`config.mk`:
```
export PLATFORM = sky130hd
export DESIGN_NAME = store_rmw
export DESIGN_NICKNAME = d
export VERILOG_FILES = /design/src/rtl/store_rmw.sv
export SDC_FILE = /design/constraint.sdc
export NUM_CORES = 1
export LEC_CHECK = 0
export ABC_AREA = 0
export ABC_CLOCK_PERIOD_IN_PS = 3970
export BUFFER_PORTS_ARGS = -buffer_cell sky130_fd_sc_hd__buf_2
export CAP_MARGIN = 10
export CORE_ASPECT_RATIO = 1.5
export CORE_UTILIZATION = 50
export DETAILED_ROUTE_END_ITERATION = 7
export PLACE_DENSITY = 0.81
export REMOVE_ABC_BUFFERS = 1
export SLEW_MARGIN = 25
export SYNTH_ARGS = -nofsm -noshare
export SYNTH_HDL_FRONTEND = slang
export SYNTH_SLANG_ARGS = --single-unit
export TNS_END_PERCENT = 50
```
`constraint.sdc`:
```
create_clock -name clk -period 3.97 [get_ports clk]
set_input_delay 0.397 -clock clk [delete_from_list [all_inputs] [get_ports clk]]
set_output_delay 0.397 -clock clk [all_outputs]
set_load 0.005 [all_outputs]
```
`src/rtl/store_rmw.sv`:
```
// Store path for a word-only data memory: word stores go straight out, byte/half
// stores read the old word, merge the new lane(s), and write the whole word back.
module store_rmw #(
  parameter int RD_LAT = 1
) (
  input  logic        clk,
  input  logic        reset,
  input  logic        req_valid,
  output logic        req_ready,
  input  logic [31:0] address,
  input  logic [31:0] wdata,
  input  logic [1:0]  storesel,
  output logic [31:0] mem_addr,
  output logic        mem_rd_en,
  input  logic [31:0] mem_rdata,
  output logic        mem_wr_en,
  output logic [31:0] mem_wdata,
  output logic [3:0]  byte_en,
  output logic        done,
  output logic        err
);

  typedef enum logic [2:0] {IDLE, READ, WAIT, WRITE, ERR} state_t;

  state_t      state, state_nxt;
  logic [31:0] addr_q, data_q, merge_q, merged;
  logic [1:0]  sel_q;
  logic [2:0]  cnt_q;
  logic        bad_req;

  always_comb begin
    bad_req = (storesel == 2'b11) ||
              (storesel == 2'b01 && address[0]) ||
              (storesel == 2'b00 && address[1:0] != 2'b00);
  end

  // Lanes not covered by the store keep the word just read from memory.
  always_comb begin
    merged = mem_rdata;
    if (sel_q == 2'b10)
      merged[{addr_q[1:0], 3'b000} +: 8] = data_q[7:0];
    else if (addr_q[1])
      merged[31:16] = data_q[15:0];
    else
      merged[15:0] = data_q[15:0];
  end

  always_comb begin
    state_nxt = state;
    case (state)
      IDLE: begin
        if (req_valid) begin
          if (bad_req)                 state_nxt = ERR;
          else if (storesel == 2'b00)  state_nxt = WRITE;
          else                         state_nxt = READ;
        end
      end
      READ:        state_nxt = WAIT;
      WAIT:        if (cnt_q == 3'd1) state_nxt = WRITE;
      WRITE, ERR:  state_nxt = IDLE;
      default:     state_nxt = IDLE;
    endcase
  end

  always_ff @(posedge clk or posedge reset) begin
    if (reset) begin
      state   <= IDLE;
      addr_q  <= '0;
      data_q  <= '0;
      sel_q   <= '0;
      merge_q <= '0;
      cnt_q   <= '0;
    end else begin
      state <= state_nxt;
      if (state == IDLE && req_valid) begin
        addr_q <= address;
        data_q <= wdata;
        sel_q  <= storesel;
      end
      if (state == READ) begin
        cnt_q <= 3'(RD_LAT);
      end else if (state == WAIT) begin
        cnt_q <= cnt_q - 3'd1;
        if (cnt_q == 3'd1) merge_q <= merged;
      end
    end
  end

  // All strobes are pure state decodes, so an async reset kills a pending write at once.
  always_comb begin
    req_ready = (state == IDLE);
    mem_rd_en = (state == READ);
    mem_wr_en = (state == WRITE);
    done      = (state == WRITE);
    err       = (state == ERR);
    mem_wdata = '0;
    byte_en   = '0;
    if (state == WRITE) begin
      case (sel_q)
        2'b00: begin
          mem_wdata = data_q;
          byte_en   = 4'b1111;
        end
        2'b01: begin
          mem_wdata = merge_q;
          byte_en   = addr_q[1] ? 4'b1100 : 4'b0011;
        end
        default: begin
          mem_wdata = merge_q;
          byte_en   = 4'b0001 << addr_q[1:0];
        end
      endcase
    end
  end

  assign mem_addr = {addr_q[31:2], 2'b00};

endmodule

```
==> results of run 1 <==
[placed cells by master (no fill, tap or decap), types with 4 or more instances in the layout]
cell | synthesis | layout
dfrtp_1 | 104 | 103
nor2b_1 | 33 | 32
nand2b_1 | 4 | 4
o31ai_1 | 32 | 32
ha_1 | 7 | 7
buf_2 | 8 | 171
and2_1 | 12 | 11
a211oi_1 | 32 | 32
nand2_1 | 64 | 64
o21ai_1 | 13 | 13
clkbuf_16 | 0 | 9
a21oi_1 | 41 | 41
inv_1 | 12 | 11
buf_4 | 34 | 12
o21ai_0 | 25 | 25
mux2_1 | 64 | 64
nor4bb_1 | 4 | 4
a221oi_1 | 29 | 29
[where the power goes]
part	switching (mW)	total [mW]	internal, mW	leakage [nW]
combinational	1.50	2.58	1.07	1.72
sequential	0.391	1.99	1.60	1.25
clock	0.382	0.952	0.570	0.154
total	2.28	5.52	3.24	3.12
[cells by family (layout without fill, tap and decap cells)]
logic type	after synthesis	count (layout)	share of synthesized area (%)
other cells	1	5	0.06358
fa+ha+maj	7	7	1.485
buf+inv	96	212	9.652
simple gates	136	136	12.09
compound gates	181	181	20.37
flops	104	104	44.12
mux	64	64	12.22
[state kept, by name (all words and copies together) (netlist names)]
signal   count
cnt_q        3
state        3
merge_q     32
addr_q      32
data_q      32
sel_q        2
[final timing paths]
path	end	slack, ps	from
worst min-delay path	addr_q[11]	130	reset
worst min register to register	addr_q[5]	490	addr_q[5]
worst max register to register	data_q[30]	1800	state[0]
max in group asynchronous	addr_q[1]	2990	reset
min in group clk	addr_q[14]	260	address[14]
worst max-delay path	byte_en[0]	1400	addr_q[1]
[layer usage]
| layer | vias up | wire, um | global-route usage [%] |
|---|---|---|---|
| li1 | 2317 | - | - |
| met1 | 2428 | 6051 | 30.44 |
| met2 | 246 | 7880 | 44.07 |
| met3 | 53 | 1091 | 5.462 |
| met4 | 0 | 549 | 14.07 |
| met5 | - | 0 | 0 |
[final cells by class]
cell class                      count  area [sq um]
Fill cell                         980          4622
Multi-Input combinational cell    390          2738
Sequential cell                   104          2604
Timing Repair Buffer              183         945.9
Clock buffer                       13         250.2
Tap cell                          150         187.7
Clock inverter                      3         65.06
Inverter                           13         51.30
Antenna cell                        3         7.507
==> results by group, run 1 <==
Synthesis
  • Post-Syn Area per Cell: between 10 and 15 sq um
  • Seq/Total Area, Yosys: 44.12%
  • Cell area after synthesis: ~5900 sq um
  • Main synth FF type: dfrtp_1
  • Post-synth EDFFs: 0
  • Netlist cell types: 41
  • Ys async rst share: 100.0%
  • Top cells by area, synth: dfrtp_1 (44%), mux2_1 (12%), buf_4 (4.3%), a221oi_1 (4.3%), a211oi_1 (4.1%)
  • Leading area contributor after synthesis: dfrtp_1
  • Number of synthesized register bits: 104
  • Synth top cells by count: dfrtp_1 (104), mux2_1 (64), nand2_1 (64)
  • Most frequent cell after synthesis: dfrtp_1
  • Share of Yosys cell area claimed by the top area cell type: 44.12%
  • Instance count of the mapped netlist: just under 600
  • Syn. warnings: 0

STA
  • Final WS setup: around 1400 ps
  • Final worst-path cycle share: approximately 65%
  • Setup TNS: 0 ps
  • WHS: ~130 ps
  • Worst relative slew slack: roughly 40%
  • Finish-stage setup viols: 0
  • Final Hold Fails: 0
  • RSZ-0062 raised after global routing: no
  • Max Slew Vio Count: 0
  • Worst Max-Slew Pin Slew: 897.3 ps
  • Tmin final: between 2000 and 3000 ps
  • Worst clock skew: 6.921 ps
  • Fmax achieved: 389.8 MHz

Global route
  • Pin count of the biggest net entering global routing: 68
  • First-pass GRT wire length: 24960 um
  • GRT Util Overall: 25.87%
  • Grt total ovfl: 0
  • Vias in the first global route: 5103
  • Initial antenna violation count: 1

Floorplan
  • # rows: 48
  • Core Box Area: 11470 sq um
  • Chip width: 90.68 um
  • Initial Util: 51.42%
  • Die footprint: roughly 12000 sq um
  • Die Span Y: between 100 and 150 um
  • # IOs: ~170

Finish
  • Fin area: about 6800 sq um
  • # nets final: 809
  • Area growth syn-to-layout: 16.12%
  • Ratio of cells with drive above 1 in the final layout: approximately 29%
  • Fin cells: 859
  • Final core utilization: between 50% and 60%

Clocking
  • Setup Buffers After CTS: 0
  • Clock-pin transition on the worst setup and hold timing paths: around 70 ps
  • CTS resizes: 0
  • Sinks on Clock Net: between 100 and 150
  • Worst skew pair latency: 340 ps
  • # H-tree levels: 3
  • CTS tree: built
  • CTS Buf Count: 9
  • Hold buffers post-CTS: 0
  • Clock root cell: clkbuf_16
  • Clock Tree Buf Depth: 2

Critical path
  • Critical path startpoint category: flip-flop
  • CP Cell Sequence: inv_2 -> ha_1 -> inv_1 -> a21oi_1 -> buf_2
  • Crit path DAT: between 2000 and 2500 ps
  • Crit. End Element: output pin
  • Setup Crit Path Kind: flip-flop to output pin
  • Max stage delay on crit path: 440 ps
  • Crit-path leading delay family: buffers and inverters
  • Critical Path RT: 3570 ps
  • WP buf/inv: 3
  • CP Max Fanout: 15
  • Levels on crit path: 5
  • FF-to-FF path depth: 3
  • CP max stage cell: ha_1

Routing
  • # DRC: 0
  • Post-Route WL: around 16000 um
  • 1st-iter DRT viols: ~370
  • Routed vias/inst: between 5 and 6
  • Post-route ant nets: 0
  • Vias after detailed routing: just over 5000
  • Routed len/inst: 18.13 um
  • DRT Pass-1 Iters: 5

Status
  • Outcome: finished, final reports clean

Place
  • GP Congestion: 0.8616
  • DP Cell Count: 840
  • Dpl cell area: 6526 sq um
  • Setup Slack @ Placement: between 1500 and 2000 ps
  • PortBufs: about 170
  • DP HPWL: 10690 um

Worst hold path
  • Min-delay worst type: input pin to asynchronous set/reset pin

Power and ir drop
  • Peak supply drop: ~370 uV
  • Power consumption: roughly 5.5 mW
  • Leak: about 3.1 nW
  • Pwr/cell area: between 800 and 900 nW/um^2

Run
  • Count of max-cap constraint violations: 0
No activity file was read; power rests on OpenSTA's default activity.
==> run 2, diff against run 1 <==
Settings changed: ABC_CLOCK_PERIOD_IN_PS 3970 to 2240, CORE_UTILIZATION 50 to 47, PLACE_DENSITY 0.81 to 0.8.
Clock period 3.97 ns to 2.24 ns, I/O delays scaled along.
==> results by group, run 2 (same netlist as run 1, synthesis figures left out) <==
Clocking
  • # H-tree levels: 3
  • Clock Tree Buf Depth: 2
  • Setup Buffers After CTS: 0
  • Clock-pin transition on the worst setup and hold timing paths: ~70 ps
  • CTS Buf Count: 9
  • Worst skew pair latency: 350 ps
  • Clock root cell: clkbuf_16
  • CTS tree: built
  • Sinks on Clock Net: 104

Routing
  • # DRC: 0
  • Met2 WL: 8113 um
  • Max layer used: met4
  • DRT Pass-1 Iters: 6
  • Met1 Wirelength: 6146 um
  • Routed len/inst: between 15 and 20 um
  • 1st-iter DRT viols: 540
  • Post-Route WL: ~16000 um
  • WL met3: approximately 1100 um
  • Post-route ant nets: 0
  • Routed vias/inst: around 5.9
  • Vias after detailed routing: roughly 5200

Status
  • Outcome: finished, final reports clean

Floorplan
  • # rows: 49
  • Core Box Area: between 10000 and 15000 sq um
  • Die Span Y: 139.2 um
  • Chip width: roughly 93 um
  • # IOs: 174
  • Initial Util: about half
  • Die footprint: around 13000 sq um

STA
  • Final worst-path cycle share: a little over nine tenths
  • Finish-stage setup viols: 0
  • Worst relative slew slack: ~61%
  • Setup TNS: 0 ps
  • Worst clock skew: approximately 8.5 ps
  • RSZ-0062 raised after global routing: no
  • Fmax achieved: approximately 480 MHz
  • Final Hold Fails: 0
  • Tmin final: ~2100 ps
  • Worst Max-Slew Pin Slew: roughly 590 ps
  • Max Slew Vio Count: 0

Critical path
  • Critical path startpoint category: flip-flop
  • Critical Path RT: about 2000 ps
  • Worst Setup EP: byte_en[3]
  • R2R Setup Slk: about 260 ps
  • Crit. End Element: output pin
  • Setup Crit Path Kind: flip-flop to output pin
  • FF-to-FF path depth: 6
  • R2R Path Start: addr_q[1]
  • Crit path DAT: between 1500 and 2000 ps
  • CP Max Fanout: 18
  • RR Endpoint: merge_q[6]
  • Critical Path Start: state[2]

Finish
  • Commonest non-fill, non-tap cell in the layout: buf_2
  • Top flop regs: addr_q (32), data_q (32), merge_q (32)
  • Fin cells: 872
  • Ratio of cells with drive above 1 in the final layout: about 30%
  • # fillers: 1044
  • Area growth syn-to-layout: 18.33%
  • # nets final: just over 800
  • Commonest cells after routing, fill and taps aside: buf_2 (171), dfrtp_1 (101), mux2_1 (64), nand2_1 (64), a21oi_1 (41)

Power and ir drop
  • Pwr/cell area: around 1400 nW/um^2
  • Leak: approximately 3.2 nW
  • Peak supply drop: 756.7 uV

Run
  • Count of max-cap constraint violations: 0

Place
  • PortBufs: ~170
  • GP Congestion: approximately 0.9
  • DP Cell Count: ~850
  • DP HPWL: ~11000 um

Global route
  • GRT Util Overall: approximately a quarter
  • Initial antenna violation count: 2
  • Grt total ovfl: 0
  • First-pass GRT wire length: roughly 26000 um
  • Vias in the first global route: 5253
  • Pin count of the biggest net entering global routing: 48

Worst hold path
  • Hold path start: address[5]
  • Min-delay worst type: input pin to flip-flop
run 2: per-layer routing:
metal	vias to the layer above	track usage, %
met3	58	5.537
met1	2532	30.47
met5	-	0
li1	2346	-
met2	246	42.76
met4	0	14.01
run 2: area by class of cell:
cell class / count / area [sq um] / share of cell area (%)
Sequential cell: 104 / 2606 / 37.34
Tap cell: 153 / 191.4 / 2.743
Antenna cell: 2 / 5.005 / 0.07171
Clock buffer: 11 / 252.7 / 3.621
Clock inverter: 5 / 78.83 / 1.129
Inverter: 13 / 51.30 / 0.7350
Timing Repair Buffer: 194 / 1056 / 15.13
Multi-Input combinational cell: 390 / 2738 / 39.23
run 2: worst min-delay path by stage:
stage	endpoint	slack, ps	depth (start not counted)
2_1_floorplan	addr_q[10]	360	1
3_3_place_gp	addr_q[30]	330	2
3_5_place_dp	addr_q[29]	350	2
4_1_cts	addr_q[5]	80	2
5_1_grt	addr_q[5]	80	2
6_report	addr_q[5]	80	2
run 2: where the power goes:
| part | total [mW] | leakage [nW] | switching (mW) | internal, mW |
|---|---|---|---|---|
| registers | 3.50 | 1.25 | 0.662 | 2.83 |
| logic | 4.75 | 1.77 | 2.74 | 2.00 |
| clock network | 1.75 | 0.166 | 0.715 | 1.04 |
| total | 10.0 | 3.19 | 4.12 | 5.88 |
run 2: worst max-delay path, cell delays in order, from the launching register on:
cell      delay [ps]
dfrtp_1          480
nand3b_1         220
buf_4            220
inv_1            150
o21ai_1          110
a21oi_1          200
buf_2            160
run 2: metrics by stage:
stage	utilization (%)	instance area, sq um	total power [mW]	worst slack, ps	hold slack [ps]
detailed placement	54.62	6630	8.210	340.5	345.1
CTS	57.43	6972	9.984	130.4	82.48
finish	57.49	6979	9.999	135.0	82.71
global route	57.49	6979	10.73	8.905	80.66
global placement	54.62	6630	7.884	457.7	325.2
floorplan	-	5381	6.376	-805.5	358.9
run 2: repair_timing:
action                                 CTS  global route
hold buffers                             1             0
resized for setup                        0             2
endpoints found under the hold margin   44             0
setup endpoints to repair                0             3
==> run 3, diff against run 2 <==
Settings changed: CORE_ASPECT_RATIO 1.5 to default.
==> results by group, run 3 (same netlist as run 1, synthesis figures left out) <==
Status
  • Outcome: finished, final reports clean

Clocking
  • Clock root cell: clkbuf_16
  • CTS tree: built
  • # H-tree levels: 3
  • CTS Buf Count: 9
  • Clock Tree Buf Depth: 2
  • Sinks on Clock Net: ~100
  • Setup Buffers After CTS: 0
  • Worst skew pair latency: between 300 and 400 ps
  • Clock-pin transition on the worst setup and hold timing paths: about 70 ps
  • CTS resizes: 0
  • Hold buffers post-CTS: 1

Critical path
  • FF-to-FF path depth: 6
  • Crit path DAT: about 1900 ps
  • CP Max Fanout: 16
  • RR Endpoint: merge_q[29]
  • R2R Path Start: addr_q[0]
  • Setup Crit Path Kind: flip-flop to output pin
  • Critical path startpoint category: flip-flop
  • Crit. End Element: output pin
  • R2R Setup Slk: 150 ps
  • Critical Path RT: about 2000 ps

Power and ir drop
  • Pint: roughly 5.6 mW
  • Flop pwr share: between 30% and 40%
  • Pwr/cell area: 1406 nW/um^2
  • Peak supply drop: around 900 uV
  • Leak: 3.174 nW
  • Comb power frac: between 40% and 50%
  • Sw power: roughly 4.2 mW
  • Sw frac: approximately 42%
  • Clock network power share: 15.8%

STA
  • Final worst-path cycle share: a little over nine tenths
  • Finish-stage setup viols: 0
  • RSZ-0062 raised after global routing: no
  • Fmax achieved: between 400 and 500 MHz
  • Tmin final: 2132 ps
  • Final Hold Fails: 0
  • Max Slew Vio Count: 0
  • WHS: between 70 and 80 ps
  • Worst Max-Slew Pin Slew: 539.0 ps
  • Worst clock skew: just under 7 ps
  • Worst relative slew slack: around 64%

Finish
  • Commonest non-fill, non-tap cell in the layout: buf_2
  • Register area: about 2600 sq um
  • Ratio of cells with drive above 1 in the final layout: 30.08%
  • Fin cells: between 800 and 900
  • # nets final: between 800 and 900
  • Commonest cells after routing, fill and taps aside: buf_2 (171), dfrtp_1 (103), mux2_1 (64), nand2_1 (64), a21oi_1 (41)
  • Top flop regs: addr_q (32), data_q (32), merge_q (32)
  • Multi-input gate area: around 2700 sq um
  • Area growth syn-to-layout: 18.18%
  • Final core utilization: 57.55%
  • # fillers: around 1100

Routing
  • Post-route ant nets: 0
  • Routed len/inst: 17.79 um
  • Routed vias/inst: approximately 5.7
  • Vias after detailed routing: about 5100
  • # DRC: 0
  • Post-Route WL: roughly 16000 um
  • DRT Pass-1 Iters: 5
  • 1st-iter DRT viols: 387

Run
  • Count of max-cap constraint violations: 0

Place
  • DP Cell Count: ~870
  • GP Congestion: ~0.81
  • PortBufs: approximately 170
  • DP HPWL: 11100 um

Worst hold path
  • Worst Hold End: addr_q[3]
  • Hold path depth: 2
  • Hold path start: address[3]
  • Min-delay worst type: input pin to flip-flop

Global route
  • GRT Util Overall: between 20% and 30%
  • First-pass GRT wire length: 24990 um
  • Initial antenna violation count: 3
  • Vias in the first global route: about 5000
  • Pin count of the biggest net entering global routing: 56
  • Grt total ovfl: 0

Floorplan
  • Chip width: 114.0 um
  • Core Box Area: about 12000 sq um
  • Die Span Y: 114.0 um
  • Initial Util: 48.70%
  • Die footprint: about 13000 sq um
  • # IOs: ~170
  • # rows: 40
[run 3: through the flow]
step	total power [mW]	worst slack, ps	cell area (sq um)	setup TNS, ps
final	9.797	108.3	6970	0
after global routing	10.50	11.55	6970	0
after CTS	9.818	136.5	6965	0
after detailed placement	8.224	218.3	6669	0
after global placement	7.967	337.9	6669	0
after floorplan	6.376	-805.5	5381	-140720
[run 3: final cells by class]
cell class / instances / share of cell area (%)
antenna: 2 / 0.07180
clock buffer: 10 / 3.285
clock inverter: 6 / 0.8257
inverter: 13 / 0.7360
multi-input combinational: 390 / 39.27
sequential: 104 / 37.35
tap: 168 / 3.016
timing repair buffer: 195 / 15.44
[run 3: layer usage]
metal  global-route usage, %  up-vias  share of wire, %
li1                        -     2350                 -
met5                       0        -             0.082
met3                   6.854       29               7.6
met1                   30.50     2450                41
met2                   42.02      230                49
met4                   9.697        2               2.3
[run 3: how the worst max path moves through the flow]
stage             endpoint  slack, ps  depth (start not counted)       from
2_1_floorplan  merge_q[31]       -810                          5  addr_q[1]
3_3_place_gp   merge_q[28]        340                          6  addr_q[0]
3_5_place_dp   merge_q[25]        220                          6  addr_q[0]
4_1_cts         byte_en[3]        140                          6   state[1]
5_1_grt        merge_q[27]         10                          6  addr_q[0]
6_report        byte_en[3]        110                          6   state[1]
[run 3: worst max-delay path, stage by stage (launching register included)]
cell	delay [ps]
dfrtp_1	560
nand3b_1	140
buf_4	220
inv_1	130
o21ai_1	100
a21oi_1	230
buf_2	160
[run 3: power groups by stage]
stage               logic [mW]  clock network [mW]  registers, mW
finish                    4.70                1.55           3.54
floorplan                 2.93                   0           3.45
global route              5.19                1.65           3.67
global placement          4.48                   0           3.49
detailed placement        4.67                   0           3.56
CTS                       4.70                1.59           3.53
